## src/rtl/vend_pkg.sv

```systemverilog
// Shared definitions for the multi-item vending controller.
package vend_pkg;

   // Coin values in nickel units
   localparam int unsigned COIN_NICKEL  = 1;
   localparam int unsigned COIN_DIME    = 2;
   localparam int unsigned COIN_QUARTER = 5;

   // Widest price table the extract helper accepts
   localparam int unsigned PRICE_VEC_W = 256;

   typedef enum logic [1:0] {
      IDLE     = 2'd0,
      DISPENSE = 2'd1,
      CHANGE   = 2'd2
   } vend_state_e;

   // Pull one price field out of a packed price table (item 0 in the LSBs)
   function automatic logic [31:0] price_at(
      input logic [PRICE_VEC_W-1:0] prices,
      input int unsigned            idx,
      input int unsigned            width
   );
      logic [PRICE_VEC_W-1:0] field;
      logic [PRICE_VEC_W-1:0] mask;
      mask  = (PRICE_VEC_W'(1) << width) - PRICE_VEC_W'(1);
      field = (prices >> (idx * width)) & mask;
      return field[31:0];
   endfunction

endpackage

```

## src/rtl/vend_stock_bank.sv

```systemverilog
// Per-item stock counters with reload, decrement-on-vend and empty flags.
module vend_stock_bank
   import vend_pkg::*;
#(
   parameter int unsigned NUM_ITEMS  = 4,
   parameter int unsigned STOCK_W    = 4,
   parameter int unsigned STOCK_INIT = 2,
   parameter int unsigned SEL_W      = 2
)(
   input  logic                 clock,
   input  logic                 reset_n,
   input  logic                 load,
   input  logic [SEL_W-1:0]     load_item,
   input  logic                 dec,
   input  logic [SEL_W-1:0]     dec_item,
   output logic [NUM_ITEMS-1:0] empty
);

   logic [STOCK_W-1:0] stock [NUM_ITEMS];

   // Stock counters: reset and reload to STOCK_INIT, count down on a vend
   always_ff @(posedge clock or negedge reset_n) begin
      if (!reset_n) begin
         for (int i = 0; i < NUM_ITEMS; i++) begin
            stock[i] <= STOCK_W'(STOCK_INIT);
         end
      end else begin
         for (int i = 0; i < NUM_ITEMS; i++) begin
            if (load && (32'(load_item) == 32'(i))) begin
               stock[i] <= STOCK_W'(STOCK_INIT);
            end else if (dec && (32'(dec_item) == 32'(i)) && (stock[i] != '0)) begin
               stock[i] <= stock[i] - STOCK_W'(1);
            end
         end
      end
   end

   // Empty flags used to refuse a selection
   always_comb begin
      empty = '0;
      for (int i = 0; i < NUM_ITEMS; i++) begin
         empty[i] = (stock[i] == '0);
      end
   end

endmodule

```

## src/rtl/vend_multi_item_ctrl.sv

```systemverilog
// Multi-item vending controller: shared credit, per-item price and stock,
// nickel-at-a-time change and refund.
//
// state    | meaning
// ---------+---------------------------------------------------------
// IDLE     | accept coins, selection, cancel and restock
// DISPENSE | one-cycle vend pulse for the latched item
// CHANGE   | one nickel out per cycle until credit is 0
module vend_multi_item_ctrl #(
   parameter int unsigned NUM_ITEMS  = 4,
   parameter int unsigned CREDIT_W   = 8,
   parameter int unsigned MAX_CREDIT = 40,
   parameter logic [NUM_ITEMS*CREDIT_W-1:0] ITEM_PRICES = {8'd7, 8'd5, 8'd4, 8'd3},
   parameter int unsigned STOCK_W    = 4,
   parameter int unsigned STOCK_INIT = 2,
   localparam int unsigned SEL_W     = (NUM_ITEMS > 1) ? $clog2(NUM_ITEMS) : 1
)(
   input  logic                clock,
   input  logic                reset_n,
   input  logic                nickel_in,
   input  logic                dime_in,
   input  logic                quarter_in,
   input  logic                sel_valid,
   input  logic [SEL_W-1:0]    sel_item,
   input  logic                cancel,
   input  logic                restock,
   output logic                dispense,
   output logic [SEL_W-1:0]    dispense_item,
   output logic                nickel_out,
   output logic                coin_reject,
   output logic                sel_nack,
   output logic                busy,
   output logic [CREDIT_W-1:0] credit
);

   import vend_pkg::*;

   vend_state_e         state, state_nxt;
   logic [CREDIT_W-1:0] credit_q, credit_nxt;
   logic [SEL_W-1:0]    item_q, item_nxt;
   logic                coin_reject_q, coin_reject_nxt;
   logic                sel_nack_q, sel_nack_nxt;

   logic [NUM_ITEMS-1:0] empty;
   logic                 item_empty;
   logic                 item_ok;
   logic [CREDIT_W-1:0]  price;
   logic                 stock_load, stock_dec;

   logic [CREDIT_W:0]    coin_val;
   logic [1:0]           coin_cnt;
   logic                 coin_any;
   logic [CREDIT_W:0]    base;
   logic [CREDIT_W:0]    sum;
   logic                 coin_fits;
   logic                 cancel_eff;
   logic                 sel_ok;

   vend_stock_bank #(
      .NUM_ITEMS  (NUM_ITEMS),
      .STOCK_W    (STOCK_W),
      .STOCK_INIT (STOCK_INIT),
      .SEL_W      (SEL_W)
   ) u_stock (
      .clock     (clock),
      .reset_n   (reset_n),
      .load      (stock_load),
      .load_item (sel_item),
      .dec       (stock_dec),
      .dec_item  (sel_item),
      .empty     (empty)
   );

   // Selected item lookup: range, price and stock state
   always_comb begin
      item_ok    = (32'(sel_item) < 32'(NUM_ITEMS));
      price      = CREDIT_W'(price_at(PRICE_VEC_W'(ITEM_PRICES), 32'(sel_item), CREDIT_W));
      item_empty = 1'b1;
      for (int i = 0; i < NUM_ITEMS; i++) begin
         if (32'(sel_item) == 32'(i)) begin
            item_empty = empty[i];
         end
      end
   end

   // Coin decode: highest-value coin wins, the rest are rejected
   always_comb begin
      coin_val = '0;
      if (quarter_in) begin
         coin_val = (CREDIT_W+1)'(COIN_QUARTER);
      end else if (dime_in) begin
         coin_val = (CREDIT_W+1)'(COIN_DIME);
      end else if (nickel_in) begin
         coin_val = (CREDIT_W+1)'(COIN_NICKEL);
      end
      coin_cnt = 2'(nickel_in) + 2'(dime_in) + 2'(quarter_in);
      coin_any = nickel_in | dime_in | quarter_in;
   end

   // Next-state, credit and pulse decisions
   always_comb begin
      state_nxt       = state;
      credit_nxt      = credit_q;
      item_nxt        = item_q;
      coin_reject_nxt = coin_any;
      sel_nack_nxt    = 1'b0;
      stock_load      = 1'b0;
      stock_dec       = 1'b0;
      cancel_eff      = 1'b0;
      sel_ok          = 1'b0;
      base            = {1'b0, credit_q};
      sum             = base;
      coin_fits       = 1'b0;

      case (state)
         IDLE: begin
            cancel_eff = cancel && (credit_q != '0);
            sel_ok     = sel_valid && !restock && !cancel_eff && item_ok &&
                         (credit_q >= price) && !item_empty;
            if (sel_ok) begin
               base = {1'b0, credit_q - price};
            end
            // A coin is credited whole or not at all
            sum       = base + coin_val;
            coin_fits = coin_any && (sum <= (CREDIT_W+1)'(MAX_CREDIT));
            credit_nxt      = coin_fits ? sum[CREDIT_W-1:0] : base[CREDIT_W-1:0];
            coin_reject_nxt = (coin_cnt > (coin_fits ? 2'd1 : 2'd0));
            sel_nack_nxt    = sel_valid && !cancel_eff && !sel_ok;
            stock_load      = restock && !cancel_eff && item_ok;
            stock_dec       = sel_ok;
            if (cancel_eff) begin
               state_nxt = CHANGE;
            end else if (sel_ok) begin
               state_nxt = DISPENSE;
               item_nxt  = sel_item;
            end
         end
         DISPENSE: begin
            state_nxt = (credit_q != '0) ? CHANGE : IDLE;
         end
         CHANGE: begin
            if (credit_q != '0) begin
               credit_nxt = credit_q - CREDIT_W'(1);
            end
            if (credit_q <= CREDIT_W'(1)) begin
               state_nxt = IDLE;
            end
         end
         default: begin
            state_nxt = IDLE;
         end
      endcase
   end

   // State, credit, latched item and registered pulses
   always_ff @(posedge clock or negedge reset_n) begin
      if (!reset_n) begin
         state         <= IDLE;
         credit_q      <= '0;
         item_q        <= '0;
         coin_reject_q <= 1'b0;
         sel_nack_q    <= 1'b0;
      end else begin
         state         <= state_nxt;
         credit_q      <= credit_nxt;
         item_q        <= item_nxt;
         coin_reject_q <= coin_reject_nxt;
         sel_nack_q    <= sel_nack_nxt;
      end
   end

   assign dispense      = (state == DISPENSE);
   assign dispense_item = dispense ? item_q : '0;
   assign nickel_out    = (state == CHANGE);
   assign busy          = (state != IDLE);
   assign coin_reject   = coin_reject_q;
   assign sel_nack      = sel_nack_q;
   assign credit        = credit_q;

endmodule
```

## config.mk

```make
export PLATFORM = sky130hd
export DESIGN_NAME = vend_multi_item_ctrl
export DESIGN_NICKNAME = d
export VERILOG_FILES = /design/src/rtl/vend_pkg.sv /design/src/rtl/vend_stock_bank.sv /design/src/rtl/vend_multi_item_ctrl.sv
export SDC_FILE = /design/constraint.sdc
export NUM_CORES = 1
export LEC_CHECK = 0
export ABC_AREA = 1
export BUFFER_PORTS_ARGS = -buffer_cell sky130_fd_sc_hd__buf_4
export CORE_MARGIN = 2
export CORE_UTILIZATION = 62
export CTS_BUF_LIST = sky130_fd_sc_hd__clkbuf_8
export DETAILED_ROUTE_END_ITERATION = 12
export GPL_TIMING_DRIVEN = 1
export PLACE_DENSITY = 0.83
export SLEW_MARGIN = 15
export SYNTH_ARGS = -nofsm -noshare
export SYNTH_HDL_FRONTEND = slang
export SYNTH_SLANG_ARGS = --single-unit
```

## constraint.sdc

```tcl
create_clock -name clock -period 4.5 [get_ports clock]
set_clock_uncertainty 0.2 [all_clocks]
set_input_delay 0.9 -clock clock [delete_from_list [all_inputs] [get_ports clock]]
set_output_delay 0.9 -clock clock [all_outputs]
set_load 0.02 [all_outputs]
```

Word-level counts from Yosys, hierarchy flattened:

Cells that the tools add are included.

* register bits: 30
* bits of input ports: 10
* output and inout bits: 15

* $add $sub $neg: 9
* magnitude comparators: 4
* eq/ne operators: 8
* shifts and indexed selects: 1
* multiplexer cells: 31
* bitwise operators: 3
* reduce and logical (&&, ||, !) cells: 45

Operator list (number)
* two-way mux 4 bit: 8
* >> shifter 27 x 5 -> 8 bit (first input constant): 1
* two-way mux 8 bit: 3
* logical AND 1 bit: 21
* logical NOT 4 bit: 4
* one-hot mux 8 bit (2 select lines): 1
* nonzero test 4 bit: 4
* subtractor 4 x 1 -> 4 bit (second input constant): 4
* two-way mux 2 bit: 6
* nonzero test 2 bit: 6
* two-way mux 1 bit: 10
* adder 9 bit: 1
* <= comparator 9 x 6 -> 1 bit (second input constant): 1
* two-way mux 9 bit: 1
* >= comparator 8 bit: 1
* <= comparator 8 x 1 -> 1 bit (second input constant): 1
* nonzero test 8 bit: 1
* subtractor 8 x 1 -> 8 bit (second input constant): 1
* subtractor 8 bit: 1
* == test 2 bit (second input constant): 3
* one-hot mux 2 bit (3 select lines): 1
* == test 2 x 1 -> 1 bit (second input constant): 2
* logical NOT 1 bit: 4
* logical NOT 2 bit: 2
* other kinds (10): 13

Longest topological paths before layout:

Gate-level depths: netlist of run 1.

* depth after elaboration: 15
* gate-level depth with buffers: 32
* mapped depth without buffers: 31

Modules after synthesis:

Synthesis of run 1 repeated with hierarchy kept, for this count alone.

* cells, all modules: 405
* area, all modules: 2773.9 µm²

Modules (own cells, without submodules)
* vend_multi_item_ctrl: times used 1, cells an instance 268, area each 1740.4 µm², seq. area each 350.3 µm²
* vend_stock_bank: times used 1, cells an instance 137, area each 1033.5 µm², seq. area each 405.4 µm²

Least setup slack after synthesis of run 1:

No wires, ideal clock.

* path type: input to register
* start point: in sel_item[1]
* end point: reg coin_reject_q (netlist: coin_reject)
* setup time: 0.131 ns
* arrival: 4.451 ns
* data required time: 4.169 ns
* path slack: -0.283 ns
* cell stages on the path: 30
* path through: inv_1 -> ha_1 -> inv_1 -> ha_1 -> fa_1 -> nor2_1 -> nor2_2 -> nand3_1 -> nand2_1 -> nor2_4 -> nand2_2 -> buf_6 -> o21ai_0 -> ha_1 -> inv_1 -> fa_1 -> inv_1 -> a21oi_1 -> inv_1 -> nand3_1 -> nor2_2 -> nand3_1 -> nand2_1 -> inv_2 -> nand3_4 -> inv_2 -> ha_1 -> nor2_1 -> o21ai_0 -> o21ai_0

* longest elaborated chain between the ends: 15
* elaborated cells between the ends (all ways): 22
* those cells by class: 2 x add/sub; 3 x order compare; 3 x eq/ne; 1 x shift; 8 x mux; 5 x reduce/logical

Ends and longest elaborated chain
* start: declaration: line vend_multi_item_ctrl.sv:24 `input logic [SEL_W-1:0] sel_item,`
* parallel branches: the longest is 7 deep, another holds >= comparator 8 bit
* two-way mux 8 bit (*): line vend_multi_item_ctrl.sv:120 `if (sel_ok) begin`
* two-way mux 9 bit (*): line vend_multi_item_ctrl.sv:115 `case (state)`
* adder 9 bit (*): line vend_multi_item_ctrl.sv:124 `sum = base + coin_val;`
* <= comparator 9 x 6 -> 1 bit (*): line vend_multi_item_ctrl.sv:125 `coin_fits = coin_any && (sum <= (CREDIT_W+1)'(MAX_CREDIT));`
* logical AND 1 bit (*): line vend_multi_item_ctrl.sv:125
* two-way mux 1 bit (*): line vend_multi_item_ctrl.sv:127 `coin_reject_nxt = (coin_cnt > (coin_fits ? 2'd1 : 2'd0));`
* > comparator 2 x 1 -> 1 bit (*): line vend_multi_item_ctrl.sv:127
* two-way mux 1 bit (*): line vend_multi_item_ctrl.sv:115
* via coin_reject_nxt: line vend_multi_item_ctrl.sv:41 `logic coin_reject_q, coin_reject_nxt;`
* end signal: assignment: line vend_multi_item_ctrl.sv:167 `coin_reject_q <= coin_reject_nxt;`
* end: declaration: line vend_multi_item_ctrl.sv:41

Mark *: on every way through the listed nets, which the timed path passes. The select of a mux whose other input is x is not followed.
A chain may end at the register's enable or synchronous reset.

Final worst setup path of run 1:

Ends and elaborated chain as after synthesis.

==> qor.csv, run 1 <==
stage;metric;value;unit
floorplan;Initial Util;64.0;%
final_layout;post-route cell area;0.00313;mm2
critical_path;Worst Setup Start Kind;primary input;
power_and_ir_drop;Worst VDD drop;419;uV
clocking;total CTS buffers;5;
sta;Final Hold Viols;0;
power_and_ir_drop;Pleak;1.58;nW
yosys;Cells after Synth;350;
power_and_ir_drop;PD cells;645;mW/mm2
final_layout;commonest non-fill, non-tap cell in the layout;inv_1;
final_layout;Final nets;430;
floorplan;IO Count;25;
yosys;mux share of post-synthesis cell area;0;%
floorplan;core area;0.00397;mm2
sta;setup violators final;0;
critical_path;Slowest-stage cell, CP;fa_2;
yosys;largest family of logic cells by synthesized area;simple AND/OR/NAND/NOR gates;
routing;vias per cell;5.38;
yosys;Synth area leader;dfrtp_1;
sta;Least-Margin Pin Slew;0.529;ns
critical_path;Worst Path Arrival;4.30;ns
critical_path;largest stage delay on the critical path;0.36;ns
critical_path;Crit Path Class;primary input to register;
yosys;Seq/Total Area, Yosys;29.7;%
global_route;first-pass GRT wire length;10400;um
sta;Final min period;4.35;ns
global_route;initial antenna violation count;0;
final_layout;fillers;285;
routing;via count;2422;
sta;final worst path period share;96.7;%
yosys;top cell type's share of synthesized area;25.6;%
critical_path;worst r2r src;credit[0];
critical_path;R2R depth;27;
critical_path;critical path endpoint;coin_reject;
yosys;register bit total from synthesis;30;
floorplan;Die Span X;68.0;um
routing;Detailed Route Iter0 Violations;138;
critical_path;worst reg2reg endpoint;coin_reject;
final_layout;# diodes;0;
yosys;YS warnings;0;
critical_path;Crit path buffers/inverters;7;
critical_path;WP data required;4.45;ns
critical_path;Crit path max-delay family;adder cells;
final_layout;share of cells above drive strength 1;28.0;%
yosys;Synth cell types;36;
global_route;largest net degree at the start of global routing;31;
clocking;TritonCTS clock tree;built;
sta;Slew Limit Fails;0;
yosys;Compound-Gate Fraction of Synth Area;13.4;%
yosys;Synth Area in Simple Gates;30.0;%
clocking;Clk Latency, worst-skew pair;0.28;ns
critical_path;Worst Path Max Fanout;7;
routing;post-DR wirelength/cell;13.7;um
floorplan;Rows;23;
placement;GP Congestion;0.907;
critical_path;reg2reg setup slack;0.55;ns
routing;DRT antenna net count;0;
clocking;clock sink count;30;
placement;IO buf count;24;
final_layout;commonest non-fill, non-tap cells in the layout;inv_1 (56), nand2_1 (51), buf_4 (44);
run_status;status;completed;
routing;DRC;0;
global_route;vias in the first global route;2420;
critical_path;Worst Setup End Kind;register;
final_layout;Area growth syn-to-layout;23.2;%
sta;slew margin rel.;64.5;%
yosys;Post-Syn Area;0.00254;mm2
clocking;H-tree Lvls;2;
yosys;xor-xnor portion of the synthesized cell area;4.13;%
critical_path;CP Depth;30;
placement;setup slack after placement;-0.242;ns
run;max-cap violation count;0;
global_route;GRT Total Usage;30.3;%
sta;worst setup margin;0.149;ns
yosys;largest cells by area after synthesis;dfrtp_1 (26%), ha_1 (8.9%), inv_1 (8.9%), nand2_1 (8.1%), nor2_1 (5.6%);
clocking;Max Buffers Root-to-Sink;2;
sta;f_max;230;MHz
floorplan;Die Area;0.00463;mm2
yosys;Post-Syn Nets;381;
critical_path;Setup crit start;sel_item[1];
min_path;hold crit path type;register to register;
yosys;post-synthesis adder-cell area fraction;11.2;%
placement;Placement Cell Area;0.00295;mm2
critical_path;Top cell by count, worst path;inv_2;
yosys;Syn Area/Cell;7.26;um2
global_route;gr ovfl total;0;
floorplan;die height;68.0;um
clocking;clk root buf;clkbuf_8;
routing;WL final;6170;um
placement;hpwl dp;4750;um
routing;TritonRoute pass-1 iters;4;
clocking;Worst-path clk slew;0.06;ns
sequential cells by signal, indices dropped and copies added (netlist names):
signal,cells
item_q,2
coin_reject,1
sel_nack,1
u_stock.stock,16
state,2
credit,8
worst register-to-register path, stage by stage (launching register included):
cell     delay, ns
dfrtp_1       0.42
inv_1         0.14
ha_4          0.19
fa_2          0.34
nor2_2        0.13
nor2_2        0.05
nand3_1       0.09
nand2_2       0.07
nor2_4        0.12
nand2_4       0.09
o21ai_4       0.16
ha_2          0.19
inv_2         0.05
fa_2          0.36
inv_2         0.06
a21oi_1       0.07
inv_1         0.08
nand3_2       0.11
nand2_1       0.11
nand2_2       0.07
nand2_2       0.08
nand2_4       0.06
nand3_4       0.08
inv_2         0.05
ha_4          0.24
nor2_1        0.03
o21ai_1       0.11
o21ai_1       0.07
metal layers:
metal  wire length [um]  vias up  GRT usage (%)
met2               3230       45           55.0
met1               2650     1146           36.0
met5                  0        -              0
li1                   -     1222              -
met4                 77        0           9.75
met3                210        9           5.26
through the flow:
| stage | hold WS, ns | power [W] | instances | utilization (%) | TNS [ns] |
|---|---|---|---|---|---|
| final | 0.312 | 0.00202 | 450 | 78.9 | 0 |
| after global routing | 0.328 | 0.00222 | 450 | 78.9 | -0.0114 |
| after CTS | 0.298 | 0.00196 | 448 | 76.6 | 0 |
| after detailed placement | 0.284 | 0.00172 | 440 | 74.3 | -1.00 |
| after global placement | 0.263 | 0.00169 | 440 | 74.3 | -0.104 |
| after floorplan | 0.245 | 0.00134 | 350 | - | 0 |
Yosys cell counts, drive strengths merged:
library cell,number
inv,66
nand2,64
nor2,47
nand3,29
o21ai,27
dfrtp,26
a21oi,25
ha,18
xor2,9
nand4,8
dfstp,4
buf,3
clkinv,3
fa,3
nor3,3
o22ai,3
xnor2,3
a31oi,2
nor4,2
o211ai,2
a211oi,1
nand3b,1
o2111ai,1
worst min path at each step:
stage                           start                 to  slack, ns  depth (start not counted)
finish               u_stock.stock[7]   u_stock.stock[7]       0.31                          1
global route        u_stock.stock[13]  u_stock.stock[13]       0.33                          2
CTS                  u_stock.stock[7]   u_stock.stock[7]       0.30                          1
detailed placement   u_stock.stock[7]   u_stock.stock[7]       0.28                          1
global placement     u_stock.stock[7]   u_stock.stock[7]       0.26                          1
floorplan            u_stock.stock[7]   u_stock.stock[7]       0.25                          1
where the power goes:
| group | leakage [nW] | switching, W | internal [W] |
|---|---|---|---|
| sequential | 0.353 | 0.000107 | 0.000380 |
| clock | 0.0524 | 0.000102 | 0.000121 |
| combinational | 1.17 | 0.000770 | 0.000542 |
| total | 1.58 | 0.000979 | 0.00104 |
cells by family after synthesis:
logic type,Yosys count
AO/OA/AOI/OAI,61
AND/OR/NAND/NOR,154
flip-flops,30
XOR/XNOR,12
adder cells (fa/ha/maj),21
buffers and inverters,72
final cells by class:
type	instances	area [um2]	area share, %
multi-input cells	248	1610	51.5
repair buffers	45	342	10.9
inverters	69	269	8.59
clock buffers	6	82.6	2.64
well taps	50	62.6	2.00
flip-flops and latches	30	756	24.1
clock inverters	2	8.76	0.280
repair_timing:
| action | 4_1_cts | 5_1_grt |
|---|---|---|
| setup endpoints to repair | 0 | 8 |
| hold buffers | 0 | 0 |
| setup buffers | 0 | 2 |
| gates resized for setup | 0 | 17 |
Power figures use the tool's default switching activity.
==> inputs of run 2 (changes only) <==
BUFFER_PORTS_ARGS = -buffer_cell sky130_fd_sc_hd__buf_2   (was -buffer_cell sky130_fd_sc_hd__buf_4)
CORE_UTILIZATION = 41   (was 62)
PLACE_DENSITY = unset   (was 0.83)
clock period = 4.13 ns   (was 4.5 ns; I/O delays follow)
==> run 2 against run 1 <==
Effect of this change: the flow now finishes with violations (negative setup slack); total power grew 16%; global-route usage shrank 10 points; setup slack lost 0.19 ns; clock-buffer cell count is the same; cell area grew 7.6%; non-clock buffer count grew 21; die area grew 48%; critical path depth grew 2; register-to-register slack lost 0.21 ns; largest power group unchanged.
==> qor.csv, run 2 (synthesis gave the netlist of run 1 again) <==
stage;metric;value;unit;change
run_status;status;finished with violations;;was completed
run_status;violated checks;negative setup slack;;
critical_path;reg2reg setup slack;0.34;ns;was 0.55 ns
sta;setup TNS;-0.111;ns;was 0 ns
sta;worst setup margin;-0.0396;ns;was 0.149 ns
sta;f_max;240;MHz;
clocking;H-tree Lvls;2;;unchanged
critical_path;Crit path buffers/inverters;9;;was 7
global_route;initial antenna violation count;0;;unchanged
floorplan;Die Area;0.00685;mm2;was 0.00463 mm2
placement;hpwl dp;4800;um;was 4750 um
global_route;gr ovfl total;0;;unchanged
clocking;clock sink count;30;;unchanged
floorplan;Initial Util;42.7;%;was 64.0%
routing;post-DR wirelength/cell;12.4;um;was 13.7 um
global_route;first-pass GRT wire length;10300;um;was 10400 um
placement;GP Congestion;0.863;;was 0.907
power_and_ir_drop;PD cells;697;mW/mm2;was 645 mW/mm2
critical_path;Setup crit start;sel_item[1];;unchanged
routing;TritonRoute pass-1 iters;4;;unchanged
critical_path;Worst Setup Start Kind;primary input;;unchanged
final_layout;# diodes;0;;unchanged
critical_path;Worst Path Max Fanout;7;;unchanged
power_and_ir_drop;Worst VDD drop;415;uV;was 419 uV
placement;setup slack after placement;-0.530;ns;was -0.242 ns
final_layout;Final Util;56.6;%;was 78.9%
sta;Slew Limit Fails;0;;unchanged
final_layout;Final nets;451;;was 430
critical_path;Worst Setup End Kind;register;;unchanged
global_route;GRT Total Usage;20.0;%;was 30.3%
routing;WL final;6150;um;was 6170 um
critical_path;CP Depth;32;;was 30
sta;slew margin rel.;54.0;%;was 64.5%
clocking;Hold Buf Count CTS;0;;unchanged
floorplan;Die Span X;82.7;um;was 68.0 um
placement;IO buf count;24;;unchanged
sta;hold slack;0.288;ns;was 0.312 ns
critical_path;Top cell by count, worst path;nand2_2;;was inv_2
clocking;Clk Latency, worst-skew pair;0.28;ns;about the same
floorplan;Rows;28;;was 23
critical_path;R2R depth;29;;was 27
routing;via count;2434;;was 2422
floorplan;die height;82.7;um;was 68.0 um
final_layout;Reg area;756;um2;unchanged
routing;Detailed Route Iter0 Violations;89;;was 138
critical_path;critical path endpoint;credit[1];;was coin_reject
sta;Least-Margin Pin Slew;0.690;ns;was 0.529 ns
clocking;clk root buf;clkbuf_8;;unchanged
floorplan;core area;0.00596;mm2;was 0.00397 mm2
critical_path;worst r2r src;credit[0];;unchanged
clocking;total CTS buffers;5;;unchanged
global_route;largest net degree at the start of global routing;31;;unchanged
clocking;TritonCTS clock tree;built;;unchanged
routing;DRT antenna net count;0;;unchanged
final_layout;multi-input combinational cell area;0.00168;mm2;was 0.00161 mm2
global_route;vias in the first global route;2318;;was 2420
final_layout;commonest non-fill, non-tap cell in the layout;inv_1;;unchanged
critical_path;largest stage delay on the critical path;0.35;ns;was 0.36 ns
final_layout;commonest non-fill, non-tap cells in the layout;inv_1 (55), nand2_1 (45), buf_4 (40);;was inv_1 (56), nand2_1 (51), buf_4 (44)
min_path;hold crit path type;register to register;;unchanged
final_layout;max reg flops;16;;unchanged
critical_path;worst reg2reg endpoint;credit[1];;was coin_reject
power_and_ir_drop;Pleak;1.69;nW;was 1.58 nW
routing;vias per cell;4.91;;was 5.38
sta;setup violators final;4;;was 0
critical_path;WP data required;4.11;ns;was 4.45 ns
clocking;Worst-path clk slew;0.06;ns;about the same
critical_path;Worst Path Arrival;4.15;ns;was 4.30 ns
routing;DRC;0;;unchanged
sta;final worst path period share;101;%;
critical_path;Crit Path Class;primary input to register;;unchanged
sta;Final Hold Viols;0;;unchanged
final_layout;fillers;585;;was 285
floorplan;IO Count;25;;unchanged
sta;RSZ-0062 raised after global routing;yes;;
clocking;Max Buffers Root-to-Sink;2;;unchanged
final_layout;Top reg by flops;u_stock.stock;;unchanged
final_layout;share of cells above drive strength 1;35.4;%;was 28.0%
power_and_ir_drop;Tot Pwr;0.00235;W;was 0.00202 W
critical_path;Slowest-stage cell, CP;fa_2;;unchanged
run;max-cap violation count;0;;unchanged
critical_path;Crit path max-delay family;simple AND/OR/NAND/NOR gates;;was adder cells
final_layout;Area growth syn-to-layout;32.6;%;was 23.2%
sta;Final min period;4.17;ns;
## run 2: changes by cell type in the layout (fill, tap and decap cells not counted), moves of 2 or more
cell	previous run	this run
buf_2	0	22
buf_4	44	40
nand2_1	51	45
nand2_2	9	14
nand3_1	25	19
nand3_2	3	9
nor2_2	4	6
## run 2: worst min path at each step
stage	endpoint	startpoint	depth (start not counted)	slack, ns
2_1_floorplan	u_stock.stock[7]	u_stock.stock[7]	1	0.25
3_3_place_gp	u_stock.stock[7]	u_stock.stock[7]	1	0.27
3_5_place_dp	u_stock.stock[7]	u_stock.stock[7]	1	0.27
4_1_cts	u_stock.stock[7]	u_stock.stock[7]	1	0.29
5_1_grt	u_stock.stock[7]	u_stock.stock[7]	1	0.32
6_report	u_stock.stock[7]	u_stock.stock[7]	1	0.29
## run 2: final cells by class
class | instances | area share, %
flip-flops and latches | 30 | 22.4
repair buffers | 66 | 13.9
well taps | 75 | 2.78
inverters | 69 | 8.46
clock inverters | 2 | 0.260
clock buffers | 6 | 2.45
multi-input cells | 248 | 49.7
## run 2: through the flow
step,std cells,instance area [um2]
final,496,3370
after global routing,496,3370
after CTS,490,3230
after detailed placement,480,3060
after global placement,480,3060
after floorplan,350,2630
## run 2: per-layer routing
layer	track usage, %	vias up	share of wire [%]
met4	6.56	0	1.3
met5	0	-	0
met2	35.4	24	50
li1	-	1266	-
met1	24.5	1137	46
met3	3.48	7	2.3
## run 2: power breakdown
part           internal [W]  leakage (nW)  switching (W)  total [W]
registers          0.000414         0.353       0.000105   0.000518
logic              0.000686          1.28       0.000901    0.00159
clock network      0.000132        0.0524       0.000114   0.000246
total               0.00123          1.69        0.00112    0.00235
## run 2: timing repair
| item | in CTS | in global routing |
|---|---|---|
| setup endpoints to repair | 8 | 8 |
| buffers inserted | 2 | 6 |
| pin swaps | 10 | 15 |
| gates resized for setup | 12 | 27 |
